`config.mk`:
```
export PLATFORM = sky130hd
export DESIGN_NAME = link_training_sequencer_flat
export DESIGN_NICKNAME = d
export VERILOG_FILES = /design/src/rtl/link_training_if.sv /design/src/rtl/link_training_sequencer.sv /design/src/flat_wrapper.sv
export SDC_FILE = /design/constraint.sdc
export NUM_CORES = 1
export LEC_CHECK = 0
export ABC_AREA = 0
export BUFFER_PORTS_ARGS = -buffer_cell sky130_fd_sc_hd__buf_2
export CAP_MARGIN = 20
export CORE_MARGIN = 3
export CORE_UTILIZATION = 34
export DETAILED_ROUTE_END_ITERATION = 7
export HOLD_SLACK_MARGIN = 0.03
export PLACE_DENSITY_LB_ADDON = 0.25
export SLEW_MARGIN = 20
export SYNTH_ARGS = -nofsm -noshare
export SYNTH_HDL_FRONTEND = slang
export SYNTH_SLANG_ARGS = --single-unit
```
`constraint.sdc`:
```
create_clock -name clk -period 5.5 [get_ports clk]
set_clock_uncertainty 0.05 [all_clocks]
set_input_delay 0.275 -clock clk [delete_from_list [all_inputs] [get_ports clk]]
set_output_delay 0.275 -clock clk [all_outputs]
set_load 0.05 [all_outputs]
```
`src/rtl/link_training_if.sv`:
```
// -----------------------------------------------------------------------------
// link_training_if
//   Bundles the signals between the link training sequencer and the
//   receive checker / transmitter it controls.
//
//   From the PHY side into the sequencer:
//     start              enable training; low forces Detect.Quiet
//     receiver_detected  far-end receiver present
//     os_count[7:0]      consecutive-match count from the checker's counter
//     rx_idle            idle symbol received this cycle
//     tx_done            one-cycle pulse per transmitted ordered set
//   From the sequencer out to the PHY side:
//     substate[3:0]      current training substate, driven to the checker
//     reset_checker      active-low clear to the checker and its counter
//     tx_enable          transmitter on
//     tx_os_type[1:0]    ordered set to send: 0 none, 1 TS1, 2 TS2, 3 IDL
//     link_up            link trained
//     timeout_err        one-cycle pulse when a substate times out
//
//   Modports: master = the sequencer, slave = the PHY / checker side.
// -----------------------------------------------------------------------------
interface link_training_if;
  logic       start;
  logic       receiver_detected;
  logic [7:0] os_count;
  logic       rx_idle;
  logic       tx_done;
  logic [3:0] substate;
  logic       reset_checker;
  logic       tx_enable;
  logic [1:0] tx_os_type;
  logic       link_up;
  logic       timeout_err;

  modport master (
    input  start, receiver_detected, os_count, rx_idle, tx_done,
    output substate, reset_checker, tx_enable, tx_os_type, link_up, timeout_err
  );

  modport slave (
    output start, receiver_detected, os_count, rx_idle, tx_done,
    input  substate, reset_checker, tx_enable, tx_os_type, link_up, timeout_err
  );
endinterface

```
`src/rtl/link_training_sequencer.sv`:
```
// -----------------------------------------------------------------------------
// link_training_sequencer
//   Walks a serial link through Detect -> Polling -> Configuration -> L0.
//   Each substate has a dwell timer, a transmitted-OS counter and (in
//   Config.Idle) a consecutive-idle counter; exits are gated on the
//   checker's os_count, which is ignored for the first two cycles of every
//   substate while the checker is being cleared.
//
//   Ports:
//     clk    single clock, rising edge
//     reset  asynchronous, active-low
//     lt     link_training_if.master (see the interface for signal list)
//
//   Parameters:
//     QUIET_CYCLES    dwell time in the Detect substates
//     TIMEOUT_CYCLES  per-substate timeout, Polling.Active through Config.Idle
//     RX_REQ          matching OS needed in Polling and Config.Complete
//     RX_CFG          matching OS needed in the Config.LinkWidth/Lanenum states
//     TX_MIN          OS that must be sent before leaving a TS/IDL substate
//     IDLE_REQ        consecutive idle symbols needed in Config.Idle
// -----------------------------------------------------------------------------
module link_training_sequencer #(
  parameter int unsigned QUIET_CYCLES   = 64,
  parameter int unsigned TIMEOUT_CYCLES = 1024,
  parameter int unsigned RX_REQ         = 8,
  parameter int unsigned RX_CFG         = 2,
  parameter int unsigned TX_MIN         = 16,
  parameter int unsigned IDLE_REQ       = 8
) (
  input  logic            clk,
  input  logic            reset,
  link_training_if.master lt
);

  typedef enum logic [3:0] {
    ST_DQ   = 4'd0,   // Detect.Quiet
    ST_DA   = 4'd1,   // Detect.Active
    ST_PA   = 4'd2,   // Polling.Active
    ST_PC   = 4'd3,   // Polling.Configuration
    ST_CLWS = 4'd4,   // Config.LinkWidth.Start
    ST_CLWA = 4'd5,   // Config.LinkWidth.Accept
    ST_CLNW = 4'd6,   // Config.Lanenum.Wait
    ST_CLNA = 4'd7,   // Config.Lanenum.Accept
    ST_CC   = 4'd8,   // Config.Complete
    ST_CI   = 4'd9,   // Config.Idle
    ST_L0   = 4'd10
  } state_e;

  typedef enum logic [1:0] {
    OS_NONE = 2'd0,
    OS_TS1  = 2'd1,
    OS_TS2  = 2'd2,
    OS_IDL  = 2'd3
  } os_e;

  localparam logic [15:0] QUIET_LAST   = 16'(QUIET_CYCLES - 1);
  localparam logic [15:0] TIMEOUT_LAST = 16'(TIMEOUT_CYCLES - 1);
  localparam logic [7:0]  RX_REQ_C     = 8'(RX_REQ);
  localparam logic [7:0]  RX_CFG_C     = 8'(RX_CFG);
  localparam logic [7:0]  TX_MIN_C     = 8'(TX_MIN);
  localparam logic [7:0]  IDLE_REQ_C   = 8'(IDLE_REQ);

  state_e      state_q, state_d;
  logic [15:0] timer_q, timer_d;
  logic [7:0]  tx_cnt_q, tx_cnt_d;
  logic [7:0]  idle_cnt_q, idle_cnt_d;
  logic        entry_q, entry_d;          // high in the first cycle of a substate
  logic        rst_chk_q, rst_chk_d;
  logic        timeout_q, timeout_d;
  os_e         tx_os_type_q, tx_os_type_d;
  logic        tx_enable_q, tx_enable_d;

  logic        os_valid;
  logic        ts_exit_ok, cfg_exit_ok, idle_exit_ok;
  logic        timed_state, exit_ok;
  state_e      exit_state;
  logic        state_change;

  // The checker is cleared in the cycle after entry, so its count is only
  // trustworthy once both the entry cycle and the clear cycle have passed.
  assign os_valid     = !entry_q && rst_chk_q;
  assign ts_exit_ok   = os_valid && (lt.os_count >= RX_REQ_C) && (tx_cnt_q >= TX_MIN_C);
  assign cfg_exit_ok  = os_valid && (lt.os_count >= RX_CFG_C);
  assign idle_exit_ok = (idle_cnt_q >= IDLE_REQ_C) && (tx_cnt_q >= TX_MIN_C);

  // Next-state logic. Priority: start=0, then the exit condition, then timeout.
  always_comb begin
    // NOTE: every combinational output gets a default first so that no path
    // through the case statements leaves a signal unassigned (no latches).
    state_d     = state_q;
    timeout_d   = 1'b0;
    timed_state = 1'b0;
    exit_ok     = 1'b0;
    exit_state  = ST_DQ;

    case (state_q)
      ST_PA:   begin timed_state = 1'b1; exit_ok = ts_exit_ok;   exit_state = ST_PC;   end
      ST_PC:   begin timed_state = 1'b1; exit_ok = ts_exit_ok;   exit_state = ST_CLWS; end
      ST_CLWS: begin timed_state = 1'b1; exit_ok = cfg_exit_ok;  exit_state = ST_CLWA; end
      ST_CLWA: begin timed_state = 1'b1; exit_ok = cfg_exit_ok;  exit_state = ST_CLNW; end
      ST_CLNW: begin timed_state = 1'b1; exit_ok = cfg_exit_ok;  exit_state = ST_CLNA; end
      ST_CLNA: begin timed_state = 1'b1; exit_ok = cfg_exit_ok;  exit_state = ST_CC;   end
      ST_CC:   begin timed_state = 1'b1; exit_ok = ts_exit_ok;   exit_state = ST_CI;   end
      ST_CI:   begin timed_state = 1'b1; exit_ok = idle_exit_ok; exit_state = ST_L0;   end
      default: ;
    endcase

    if (!lt.start) begin
      state_d = ST_DQ;
    end else if (timed_state) begin
      if (exit_ok) begin
        state_d = exit_state;
      end else if (timer_q == TIMEOUT_LAST) begin
        state_d   = ST_DQ;
        timeout_d = 1'b1;
      end
    end else begin
      case (state_q)
        // ">=" rather than "==": the timer keeps running while start is low,
        // so the quiet period may already be over when start rises.
        ST_DQ:   state_d = (timer_q >= QUIET_LAST) ? ST_DA : ST_DQ;
        ST_DA: begin
          if (lt.receiver_detected)      state_d = ST_PA;
          else if (timer_q >= QUIET_LAST) state_d = ST_DQ;
        end
        ST_L0:   state_d = ST_L0;
        default: state_d = ST_DQ;       // encodings 11-15 are illegal
      endcase
    end
  end

  // Counters, checker clear and transmit controls for the next cycle.
  always_comb begin
    state_change = (state_d != state_q);

    timer_d  = state_change ? 16'd0
             : (timer_q == 16'hFFFF) ? timer_q : timer_q + 16'd1;

    tx_cnt_d = tx_cnt_q;
    if (state_change)                          tx_cnt_d = 8'd0;
    else if (lt.tx_done && tx_cnt_q != 8'hFF)  tx_cnt_d = tx_cnt_q + 8'd1;

    idle_cnt_d = 8'd0;
    if (!state_change && state_q == ST_CI && lt.rx_idle)
      idle_cnt_d = (idle_cnt_q == 8'hFF) ? idle_cnt_q : idle_cnt_q + 8'd1;

    entry_d   = state_change;
    rst_chk_d = !entry_q;               // low exactly one cycle after entry

    // Transmit controls follow state_d so they change together with substate.
    case (state_d)
      ST_PA, ST_CLWS, ST_CLWA, ST_CLNW, ST_CLNA: tx_os_type_d = OS_TS1;
      ST_PC, ST_CC:                              tx_os_type_d = OS_TS2;
      ST_CI:                                     tx_os_type_d = OS_IDL;
      default:                                   tx_os_type_d = OS_NONE;
    endcase
    tx_enable_d = (tx_os_type_d != OS_NONE);
  end

  always_ff @(posedge clk or negedge reset) begin
    if (!reset) begin
      state_q      <= ST_DQ;
      timer_q      <= 16'd0;
      tx_cnt_q     <= 8'd0;
      idle_cnt_q   <= 8'd0;
      // NOTE: entry_q resets low so reset_checker, which also resets low,
      // rises after the first clock instead of staying low for two cycles.
      entry_q      <= 1'b0;
      rst_chk_q    <= 1'b0;
      timeout_q    <= 1'b0;
      tx_os_type_q <= OS_NONE;
      tx_enable_q  <= 1'b0;
    end else begin
      // NOTE: state registers use non-blocking assignments so every flop
      // samples the values from before this edge, independent of order.
      state_q      <= state_d;
      timer_q      <= timer_d;
      tx_cnt_q     <= tx_cnt_d;
      idle_cnt_q   <= idle_cnt_d;
      entry_q      <= entry_d;
      rst_chk_q    <= rst_chk_d;
      timeout_q    <= timeout_d;
      tx_os_type_q <= tx_os_type_d;
      tx_enable_q  <= tx_enable_d;
    end
  end

  assign lt.substate      = state_q;
  assign lt.reset_checker = rst_chk_q;
  assign lt.tx_enable     = tx_enable_q;
  assign lt.tx_os_type    = tx_os_type_q;
  assign lt.link_up       = (state_q == ST_L0);
  assign lt.timeout_err   = timeout_q;

endmodule

```
`src/flat_wrapper.sv`:
```
// flat-port wrapper written by rule: the top's interface ports become plain ports
module link_training_sequencer_flat 
#(
  parameter int unsigned QUIET_CYCLES   = 64,
  parameter int unsigned TIMEOUT_CYCLES = 1024,
  parameter int unsigned RX_REQ         = 8,
  parameter int unsigned RX_CFG         = 2,
  parameter int unsigned TX_MIN         = 16,
  parameter int unsigned IDLE_REQ       = 8
)
  (clk, reset, lt_start, lt_receiver_detected, lt_os_count, lt_rx_idle, lt_tx_done, lt_substate, lt_reset_checker, lt_tx_enable, lt_tx_os_type, lt_link_up, lt_timeout_err);
  link_training_if lt_i ();
  input  logic clk;
  input  logic reset;
  input wire logic [$bits(lt_i.start)-1:0] lt_start;
  input wire logic [$bits(lt_i.receiver_detected)-1:0] lt_receiver_detected;
  input wire logic [$bits(lt_i.os_count)-1:0] lt_os_count;
  input wire logic [$bits(lt_i.rx_idle)-1:0] lt_rx_idle;
  input wire logic [$bits(lt_i.tx_done)-1:0] lt_tx_done;
  output wire logic [$bits(lt_i.substate)-1:0] lt_substate;
  output wire logic [$bits(lt_i.reset_checker)-1:0] lt_reset_checker;
  output wire logic [$bits(lt_i.tx_enable)-1:0] lt_tx_enable;
  output wire logic [$bits(lt_i.tx_os_type)-1:0] lt_tx_os_type;
  output wire logic [$bits(lt_i.link_up)-1:0] lt_link_up;
  output wire logic [$bits(lt_i.timeout_err)-1:0] lt_timeout_err;
  assign lt_i.start = lt_start;
  assign lt_i.receiver_detected = lt_receiver_detected;
  assign lt_i.os_count = lt_os_count;
  assign lt_i.rx_idle = lt_rx_idle;
  assign lt_i.tx_done = lt_tx_done;
  assign lt_substate = lt_i.substate;
  assign lt_reset_checker = lt_i.reset_checker;
  assign lt_tx_enable = lt_i.tx_enable;
  assign lt_tx_os_type = lt_i.tx_os_type;
  assign lt_link_up = lt_i.link_up;
  assign lt_timeout_err = lt_i.timeout_err;
  link_training_sequencer #(.QUIET_CYCLES(QUIET_CYCLES), .TIMEOUT_CYCLES(TIMEOUT_CYCLES), .RX_REQ(RX_REQ), .RX_CFG(RX_CFG), .TX_MIN(TX_MIN), .IDLE_REQ(IDLE_REQ)) u_core (.clk(clk), .reset(reset), .lt(lt_i));
endmodule
```
Yosys cells after proc, flatten, opt, wreduce, memory -nomap -nowiden
Memories as Yosys holds them, arrays and structs flattened.
Index checks and enable logic that the tools add are counted.
- output and inout port bits: 10
- input bits: 14
- word-level logic and storage cells: 72
- register bits: 42
- bits in read-only memories: 32
- memories: 1
- memories (name ; words ; width ; rd ports ; clocked after Yosys merged registers in ; wr ports ; RTL line ; RTL):
    (no name shown) ; 16 ; 2 ; 1 ; 0 ; 0 ; link_training_sequencer.sv:151 ; case (state_d)
- multiplexer cells: 21
- eq/ne operators: 17
- magnitude comparators: 5
- reduce and logical (&&, ||, !) cells: 16
- add/sub/neg operators: 3
- operator list (operator ; count):
    $mux W16 ; 2
    $mux W8 ; 4
    $pmux W4 S8 ; 1
    $mux W4 ; 6
    $add A16 B1 Y16 const B ; 1
    $add A8 B1 Y8 const B ; 2
    $eq A16 B10 Y1 const B ; 1
    $eq A16 B16 Y1 const B ; 1
    $eq A4 B3 Y1 const B ; 4
    $ge A16 B6 Y1 const B ; 1
    $ge A8 B4 Y1 const B ; 2
    $eq A4 B4 Y1 const B ; 3
    $pmux W4 S3 ; 1
    $eq A4 B2 Y1 const B ; 2
    $eq A8 B8 Y1 const B ; 1
    $ge A8 B2 Y1 const B ; 1
    $ge A8 B5 Y1 const B ; 1
    $logic_and A1 B1 Y1 ; 8
    $ne A8 B8 Y1 const B ; 1
    $reduce_or A8 Y1 ; 1
    $mux W1 ; 6
    $eq A4 B1 Y1 const B ; 1
    $logic_not A4 Y1 ; 1
    $ne A4 B4 Y1 ; 1
    other kinds (7) ; 9

Logic depth before layout (Yosys ltp)
- depth in word-level cells: 13
- mapped depth: 10
- gate-level depth less buffers: 9

Worst setup path after synthesis
OpenSTA, ideal clock, no wires.
- path type: reg2out
- start point: register u_core.state_q[1] (netlist: u_core.lt.substate[1])
- end point: output lt_link_up
- data required time: 5.175 ns
- buffers on the path: 2
- path slack: 2.403 ns
- cell stages (with the launch flop): 4
- data arrival time: 2.772 ns
- cells stage by stage: dfrtp_1 > buf_2 > clkbuf_1 > nor4b_1
- word-level cells in the longest chain between the ends: 1
- RTL lines (item ; RTL line ; RTL):
    from (decl) ; link_training_sequencer.sv:63 ; state_e state_q, state_d;
    from (signal assigned) ; link_training_sequencer.sv:176 ; state_q <= state_d;
    $eq A4 B4 Y1 ; link_training_sequencer.sv:192 ; assign lt.link_up = (state_q == ST_L0);
    to (decl) ; flat_wrapper.sv:24 ; output wire logic [$bits(lt_i.link_up)-1:0] lt_link_up;
No other way between the ends.

Worst setup path after layout
- start point: register u_core.state_q[2] (netlist: u_core.lt.substate[2])
- end point: register u_core.idle_cnt_q[2]
- word-level cells in the longest chain between the ends: 11
- elaborated cells on any way between the ends: 30
- those cells by class: eq/ne (12); mux (11); reduce/logical (7)
- RTL lines (item ; RTL line ; RTL):
    $eq A4 B3 Y1 (tied with other cells) ; link_training_sequencer.sv:96 ; case (state_q)
    $reduce_or A4 Y1 (no source line) or $reduce_or A3 Y1 (tied branches) ; - ;
    $pmux W1 S3 ; link_training_sequencer.sv:96 ;
    $mux W4 ; link_training_sequencer.sv:111 ; if (exit_ok) begin
    $mux W4 * ; link_training_sequencer.sv:110 ; end else if (timed_state) begin
    $mux W4 * ; link_training_sequencer.sv:108 ; if (!lt.start) begin
    net u_core.state_d[3] ; link_training_sequencer.sv:63 ;
    $ne A4 B4 Y1 * ; link_training_sequencer.sv:134 ; state_change = (state_d != state_q);
    $logic_not A1 Y1 * ; link_training_sequencer.sv:144 ; if (!state_change && state_q == ST_CI && lt.rx_idle)
    $logic_and A1 B1 Y1 * (2 in series) ; link_training_sequencer.sv:144 ;
    $ne A2 B2 Y1 (no source line) or $mux W8 (tied branches) ; - ;
    to (signal assigned) ; link_training_sequencer.sv:179 ; idle_cnt_q <= idle_cnt_d;
    to (decl) ; link_training_sequencer.sv:66 ; logic [7:0] idle_cnt_q, idle_cnt_d;
Mark *: on every way through the listed nets, which the timed path passes. The rest lies on a longest branch.
A chain may end at the register's enable or synchronous reset.

==> results.sh <==
export IMPL_status="completed"
export IMPL_place_inst=377
export IMPL_end_kind="flop"
export IMPL_die_h_um=91.0
export IMPL_core_area_mm2=0.00691
export IMPL_drtAntennaViolNets=0
export IMPL_syn_num_nets=289
export IMPL_min_to="u_core.lt.timeout_err$_DFF_PN0_"
export IMPL_hold_viol=0
export IMPL_p_leak_nw=1.27
export IMPL_drive_gt1_frac=0.114
export IMPL_cts_buffer_depth=2
export IMPL_ys_flop_type="dfrtp_1"
export IMPL_syn_area_per_cell_um2=9.09
export IMPL_root_buffer="clkbuf_8"
export IMPL_criticalPathCategory="flop to flop"
export IMPL_viasPerCell=5.16
export IMPL_rsz0062_at_grt="no"
export IMPL_die_w_um=91.0
export IMPL_cts_sinks=42
export IMPL_start_kind="flop"
export IMPL_holdWs_ns=0.287
export IMPL_synth_cell_types=53
export IMPL_required_ns=5.59
export IMPL_ys_ff_latch=42
export IMPL_numCtsBuffers=5
export IMPL_finalCritPeriodShare=0.686
export IMPL_grt_start_max_net_pins=43
export IMPL_place_gp_congestion=0.800
export IMPL_drc=0
export IMPL_stdcell_count=386
export IMPL_cts_tree="done"
export IMPL_wl_per_cell_um=13.6
export IMPL_synthTopCellsByArea="dfrtp_1 (43%), nor2_1 (5.8%), xor2_1 (5.4%), xnor2_1 (3.9%), and3_1 (3.1%)"
export IMPL_synth_edf_count=0
export IMPL_synthCells=270
export IMPL_grt_pass1_vias=1962
export IMPL_hp_start="lt_start"
export IMPL_setup_tns_ns=0
export IMPL_r2r_end="u_core.idle_cnt_q[2]$_DFFE_PN0P_"
export IMPL_grt_overflow_total=0
export IMPL_peakVddDrop_uv=253
export IMPL_yosysMostFrequentCell="dfrtp_1"
export IMPL_synth_common_cells="dfrtp_1 (42), nor2_1 (38), nand2_1 (15), nand3_1 (15), xor2_1 (15)"
export IMPL_power_per_cell_area_mw_per_mm2=362
export IMPL_num_vias=1992
export IMPL_r2r_start="u_core.lt.substate[2]$_DFF_PN0_"
export IMPL_drv_slew=0
export IMPL_dieArea_mm2=0.00828
export IMPL_synth_top_cell_area_share=0.428
export IMPL_grt_pass1_wl_um=9150
export IMPL_area_growth_pct=13.4
export IMPL_n_fill_cell=740
export IMPL_r2r_cells=8
export IMPL_hpwl_um=3550
export IMPL_max_freq_mhz=265
export IMPL_track_usage=0.133
export IMPL_clk_latency_ns=0.30
export IMPL_slew_headroom=0.381
export IMPL_drv_cap=0
export IMPL_drtIter0Drc=75
export IMPL_synthArstFlopShare=1.00
export IMPL_netlist_area_mm2=0.00245
export IMPL_ff2ff_setup_slack_ns=1.73
export IMPL_synth_warnings=0
export IMPL_clkSlewWorstSetupHoldPaths_ns=0.08
export IMPL_tightest_slew_ns=0.924
export IMPL_wl_um=5260
export IMPL_worst_endpoint_arrival_ns=3.86
export IMPL_holdCritPathClass="input port to flop"
export IMPL_initial_core_util=0.355
export IMPL_layout_min_cycle_time_ns=3.77
export IMPL_yosysTopAreaCell="dfrtp_1"
export IMPL_min_delay_path_depth=3
export IMPL_io_buffer_count=22
export IMPL_htree_levels=2
export IMPL_finalSetupViolations=0
export IMPL_boundaryPins=24
export IMPL_drtPass1Iterations=5
export IMPL_antenna_cells=0
export IMPL_ys_seq_area_frac=0.428
export IMPL_antenna_found_initial=0
export IMPL_rows=30
export IMPL_nNetsFinal=309
export IMPL_crit_fanout=33
[cell type report]
type                    instances  area [um^2]  share of cell area
multi-input cells             204         1310               0.471
flip-flops and latches         42         1050               0.378
repair buffers                 24          140              0.0503
well taps                      96          120              0.0431
clock buffers                   6         82.6              0.0297
inverters                      13         48.8              0.0175
clock inverters                 1         30.0              0.0108
[kinds of logic after synthesis]
kind of cell    count (synthesis)  share of synthesized area
xor+xnor                       26                     0.0928
compound gates                 39                      0.119
fa+ha+maj                       5                     0.0255
buf+inv                        24                     0.0413
flops                          42                      0.428
simple gates                  130                      0.277
mux                             4                     0.0163
[power breakdown]
| part | internal (mW) | switching (mW) | total, mW |
|---|---|---|---|
| clock network | 0.145 | 0.108 | 0.253 |
| registers | 0.369 | 0.0716 | 0.440 |
| logic | 0.113 | 0.201 | 0.314 |
| total | 0.628 | 0.380 | 1.01 |
[placed cells by master, fill, tap and decap left out, types with 4 or more instances in the layout]
master,Yosys,final
nand3_1,15,15
nand2_1,15,15
buf_2,3,22
ha_1,5,5
nand2b_1,4,4
mux2i_1,4,4
a31oi_1,5,5
o21ai_0,6,6
nor2_1,38,38
xnor2_1,11,11
xor2_1,15,15
nand4_1,8,8
a21oi_1,5,5
clkbuf_8,0,6
and3_1,12,12
dfrtp_1,42,42
and4_1,4,4
nor3_1,13,13
nor4_1,6,6
inv_1,13,13
[what timing repair did]
item | 4_1_cts | 5_1_grt
hold endpoints to repair | 0 | 16
buffers inserted | 0 | 0
hold buffers | 0 | 1
gates resized for setup | 0 | 0
[worst max-delay path by stage]
stage,from,end,slack (ns),cells after the start
2_1_floorplan,u_core.lt.substate[1]$_DFF_PN0_,lt_link_up,2.40,3
3_3_place_gp,u_core.lt.substate[2]$_DFF_PN0_,u_core.idle_cnt_q[2]$_DFFE_PN0P_,1.73,8
3_5_place_dp,u_core.lt.substate[2]$_DFF_PN0_,u_core.idle_cnt_q[2]$_DFFE_PN0P_,1.71,8
4_1_cts,u_core.lt.substate[2]$_DFF_PN0_,u_core.idle_cnt_q[2]$_DFFE_PN0P_,1.70,8
5_1_grt,u_core.lt.substate[2]$_DFF_PN0_,u_core.idle_cnt_q[2]$_DFFE_PN0P_,1.41,8
6_report,u_core.lt.substate[2]$_DFF_PN0_,u_core.idle_cnt_q[2]$_DFFE_PN0P_,1.73,8
[metrics by stage]
step                      power (mW)  instance area [um^2]  setup slack [ns]  utilization
final                           1.01                  2780              1.73        0.403
after global routing            1.09                  2780              1.41        0.403
after CTS                       1.02                  2750              1.70        0.399
after detailed placement       0.767                  2640              1.71        0.382
after global placement         0.759                  2640              1.73        0.382
after floorplan                0.693                  2450              2.40            -
[sequential cells by signal, indices dropped and copies added, names as in the netlist]
| signal | flops |
|---|---|
| u_core.entry_q | 1 |
| u_core.idle_cnt_q | 8 |
| u_core.lt.reset_checker | 1 |
| u_core.lt.substate | 4 |
| u_core.lt.timeout_err | 1 |
| u_core.lt.tx_enable | 1 |
| u_core.lt.tx_os_type | 2 |
| u_core.timer_q | 16 |
| u_core.tx_cnt_q | 8 |
[layer usage]
layer / routed length [um] / vias to the layer above / GRT usage
met5: 0 / - / 0
met4: 34 / 0 / 0.0264
met3: 169 / 5 / 0.0356
met2: 2380 / 25 / 0.220
met1: 2680 / 955 / 0.177
li1: - / 1007 / -
[worst max-delay path: stages, from the launching register on]
cell	delay, ns
dfrtp_1	0.67
and4bb_1	0.31
a211o_1	0.24
a2111oi_2	0.79
nor4_1	0.15
a31oi_1	0.31
inv_1	0.17
o211ai_4	0.76
nor4_1	0.16
Power figures use the tool's default switching activity.
